==> config.mk <==
export PLATFORM = sky130hd
export DESIGN_NAME = onehot_gate_sequencer
export DESIGN_NICKNAME = d
export VERILOG_FILES = /design/src/rtl/onehot_gate_sequencer.sv
export SDC_FILE = /design/constraint.sdc
export NUM_CORES = 1
export LEC_CHECK = 0
export ABC_AREA = 1
export CORE_ASPECT_RATIO = 0.7
export CORE_MARGIN = 3
export CORE_UTILIZATION = 59
export DETAILED_ROUTE_END_ITERATION = 16
export GPL_TIMING_DRIVEN = 0
export PLACE_DENSITY = 0.91
export SYNTH_ARGS = -nofsm -noshare
export SYNTH_HDL_FRONTEND = slang
export SYNTH_SLANG_ARGS = --single-unit
==> constraint.sdc <==
create_clock -name clk -period 2.8 [get_ports clk]
set_clock_uncertainty 0.05 [all_clocks]
set_input_delay 0.56 -clock clk [delete_from_list [all_inputs] [get_ports clk]]
set_output_delay 0.56 -clock clk [all_outputs]
set_load 0.02 [all_outputs]
==> src/rtl/onehot_gate_sequencer.sv <==
// Registered N-to-2^N one-hot gate decoder with break-before-make dead time.
// Every change of the selected gate first drives all gates off for exactly
// DEAD_CYCLES clocks. Only after that is the new gate asserted, so two
// switches are never on together.
module onehot_gate_sequencer #(
    parameter int SEL_W       = 3,
    parameter int DEAD_CYCLES = 16,
    parameter int ACTIVE_LOW  = 0
) (
    input  logic                  clk,
    input  logic                  rst_n,
    input  logic                  en,
    input  logic                  sel_valid,
    input  logic [SEL_W-1:0]      sel,
    output logic [(2**SEL_W)-1:0] gate,
    output logic                  busy,
    output logic                  switched
);

    localparam int OUTS  = 2 ** SEL_W;
    localparam int CNT_W = $clog2(DEAD_CYCLES + 1);

    // The counter is loaded with DEAD_CYCLES-1 on the edge that turns the
    // gates off. That edge is the first of the DEAD_CYCLES all-off cycles.
    localparam logic [CNT_W-1:0] DEAD_LOAD = CNT_W'(DEAD_CYCLES - 1);
    localparam logic [OUTS-1:0]  POLARITY  = (ACTIVE_LOW != 0) ? '1 : '0;
    localparam logic [OUTS-1:0]  GATE_OFF  = POLARITY;

    typedef enum logic [1:0] {
        S_OFF  = 2'd0,
        S_DEAD = 2'd1,
        S_ON   = 2'd2
    } state_t;

    state_t           state;
    logic [SEL_W-1:0] active;
    logic [SEL_W-1:0] target;
    logic [CNT_W-1:0] cnt;
    logic [SEL_W-1:0] next_target;

    // Decoded gate pattern for an index, with the output polarity applied.
    function automatic logic [OUTS-1:0] drive(input logic [SEL_W-1:0] idx);
        return (OUTS'(1) << idx) ^ POLARITY;
    endfunction

    // A request in the same cycle the dead time expires wins over the stored
    // target. The outputs are already off, so no extra dead time is needed.
    assign next_target = sel_valid ? sel : target;

    // Sequencer FSM. The gate, busy and switched outputs are all registered here.
    always_ff @(posedge clk or negedge rst_n) begin
        if (!rst_n) begin
            state    <= S_OFF;
            active   <= '0;
            target   <= '0;
            cnt      <= '0;
            gate     <= GATE_OFF;
            busy     <= 1'b0;
            switched <= 1'b0;
        end else begin
            // NOTE: non-blocking assignments throughout, so every branch below
            // sees the pre-edge register values. The default here makes switched
            // a single-cycle pulse; branches that enter ON override it.
            switched <= 1'b0;
            case (state)
                S_OFF: begin
                    gate <= GATE_OFF;
                    busy <= 1'b0;
                    if (en && sel_valid) begin
                        target <= sel;
                        cnt    <= DEAD_LOAD;
                        busy   <= 1'b1;
                        state  <= S_DEAD;
                    end
                end

                S_DEAD: begin
                    gate <= GATE_OFF;
                    if (!en) begin
                        busy  <= 1'b0;
                        state <= S_OFF;
                    end else begin
                        if (sel_valid) begin
                            target <= sel;
                        end
                        if (cnt == '0) begin
                            active   <= next_target;
                            gate     <= drive(next_target);
                            busy     <= 1'b0;
                            switched <= 1'b1;
                            state    <= S_ON;
                        end else begin
                            cnt <= cnt - CNT_W'(1);
                        end
                    end
                end

                S_ON: begin
                    busy <= 1'b0;
                    if (!en) begin
                        gate  <= GATE_OFF;
                        state <= S_OFF;
                    end else if (sel_valid && (sel != active)) begin
                        target <= sel;
                        cnt    <= DEAD_LOAD;
                        gate   <= GATE_OFF;
                        busy   <= 1'b1;
                        state  <= S_DEAD;
                    end else begin
                        gate <= drive(active);
                    end
                end

                default: begin
                    gate  <= GATE_OFF;
                    busy  <= 1'b0;
                    state <= S_OFF;
                end
            endcase
        end
    end

endmodule

==> out/results.tsv <==
metric	value	unit
status	completed	
hold_start	target[1]	
dpl.hpwl	2.48	mm
path_class	reg -> out	
slew_violations	0	
synthesis.nets	200	
rows	14	
die_height	47.9	um
p_leak	0.816	nW
cts_hold_buf	0	
ant_nets	0	
wl_per_cell	13.2	um
yosysUniqueCellTypes	27	
drc	0	
synth_common_cells	nand2_1 (57), dfrtp_1 (23), inv_1 (16)	
finalSetupViolCount	0	
period_needed	1.90	ns
wl	3.15	mm
post_cts_resized	0	
postCtsSetupBuffers	0	
synthCells	188	
synth_warnings	0	
grt_pass1_wl	5.42	mm
dpl_cell_area	1670	sq um
synth_ff_type	dfrtp_1	
cts.sinks	23	
multi_input_area	796	sq um
ys_top_cells_by_area	dfrtp_1 (39%), nand2_1 (14%), ha_1 (4.2%), inv_1 (4.1%), nor2_1 (3.8%)	
path_buf_inv	1	
crit_arrival	1.29	ns
yosysTopAreaCellShare	0.390	
synth_area	1480	sq um
hold_ws	0.475	ns
ios	17	
drtIter0Drc	143	
gp_congestion	0.855	
synth_edf_count	0	
end_kind	output port	
fmax	527	MHz
routed_via_density	5.52	
clock_latency	0.31	ns
hold_path_class	reg -> reg	
rsz0062_at_grt	false	
seq_area_frac_synth	0.390	
layout.area.seq	576	sq um
cp_top_family	buffers and inverters	
cts_tree	yes	
synth_largest_area_cell	dfrtp_1	
die_area	3150	sq um
crit_chain	clkdlybuf4s50_1	
layout-drive-gt1-share	0.155	
cts_buffer_depth	2	
final_area	1690	sq um
dieWidth	65.8	um
r2r-start	state[0]	
grt_max_degree	24	
synthMostInstantiatedCell	nand2_1	
placement.io_buffers	15	
async_reset_ff_frac	1.00	
worst_pin_slew	1.01	ns
required	2.19	ns
antenna_cells	0	
num_vias	1320	
relSlewSlack	0.324	
initial_core_util	0.653	
crit_start	busy	
drtPass1Iterations	4	
fp.coreArea	2260	sq um
cpPeakStageDelay	0.61	ns
nets	220	
synth_seq_cells	23	
grt_pass1_vias	1222	
antenna_found_initial	0	
cts_buffers	3	
finalCritPeriodShare	0.677	
syn_to_final_growth	14.7	%
critical_path.max_fanout	2	
drv_cap	0	
track_usage	0.228	
ir_worst_vdd	0.548	mV
cts_root_buffer	clkbuf_4	
cp_slowest_cell	clkdlybuf4s50_1	
fin_setup_tns	0	ns
h-tree-depth	1	
path_clk_slew	0.12	ns
grt-ovfl-total	0	
n_fill_cell	160	
final_util	0.749	
avgSynthCellArea	7.85	sq um
setup.worst_path.start_class	flop	
hold_viol_final	0	
power_per_cell_area	891	nW/um^2
kinds of logic (layout without fill, tap and decap cells):
kind of cell / after synthesis / after routing / synth area share
buffers and inverters: 23 / 42 / 0.0712
AO/OA/AOI/OAI: 24 / 24 / 0.0992
XOR/XNOR: 2 / 2 / 0.0119
AND/OR/NAND/NOR: 111 / 111 / 0.386
adder cells (fa/ha/maj): 5 / 5 / 0.0424
flip-flops: 23 / 23 / 0.390
cell usage in the layout, fill, tap and decap left out, types with 4 or more instances in the layout:
cell type and instances:
clkdlybuf4s50_1 15, nand3_1 11, nand2_2 5, dfrtp_1 23, inv_1 16, nor2_1 15, ha_1 5, o21ai_0 6
nand2_1 57, inv_2 4, nand4_1 8, a21oi_1 10
power breakdown:
group	internal, mW	total, mW	leakage [nW]	switching [mW]
registers	0.431	0.538	0.297	0.107
logic	0.298	0.818	0.503	0.520
clock network	0.0556	0.153	0.0150	0.0972
stage by stage:
stage	total power, mW	std cells	setup slack [ns]
floorplan	1.16	188	1.26
global placement	1.30	235	0.767
detailed placement	1.35	235	0.697
CTS	1.50	239	0.893
global route	1.65	239	0.846
finish	1.51	239	0.903
flip-flops by register name, summed over array words and instances, names as in the netlist:
name,count
active,3
busy,1
gate,8
target,3
cnt,5
switched,1
state,2
final timing paths:
| kind | end | slack (ns) | cells past startpoint |
|---|---|---|---|
| max in group asynchronous | gate[5] | 1.35 | 1 |
| max | busy | 0.90 | 1 |
| max reg2reg | cnt[2] | 1.06 | 9 |
| min reg2reg | target[1] | 0.48 | 2 |
| min in group asynchronous | target[0] | 0.74 | 1 |
| min | target[1] | 0.48 | 2 |
routing by layer:
layer	GRT usage	share of wire	up-vias
met4	0.0455	0.0041	0
li1	-	-	649
met2	0.376	0.45	58
met5	0	0	-
met3	0.0704	0.073	2
met1	0.302	0.47	611
cell type report:
| class | count | area share |
|---|---|---|
| Inverter | 20 | 0.0443 |
| Sequential cell | 23 | 0.340 |
| Multi-Input combinational cell | 142 | 0.470 |
| Tap cell | 32 | 0.0237 |
| Buffer | 3 | 0.0177 |
| Timing Repair Buffer | 15 | 0.0887 |
| Clock buffer | 4 | 0.0155 |
tightest hold or removal path, delay by kind of cell (launching register included):
family / cells / cell delay, ns
DFF: 1 / 0.39
and+or+nand+nor: 2 / 0.11
Note: power is estimated with default switching activity, not from simulation.
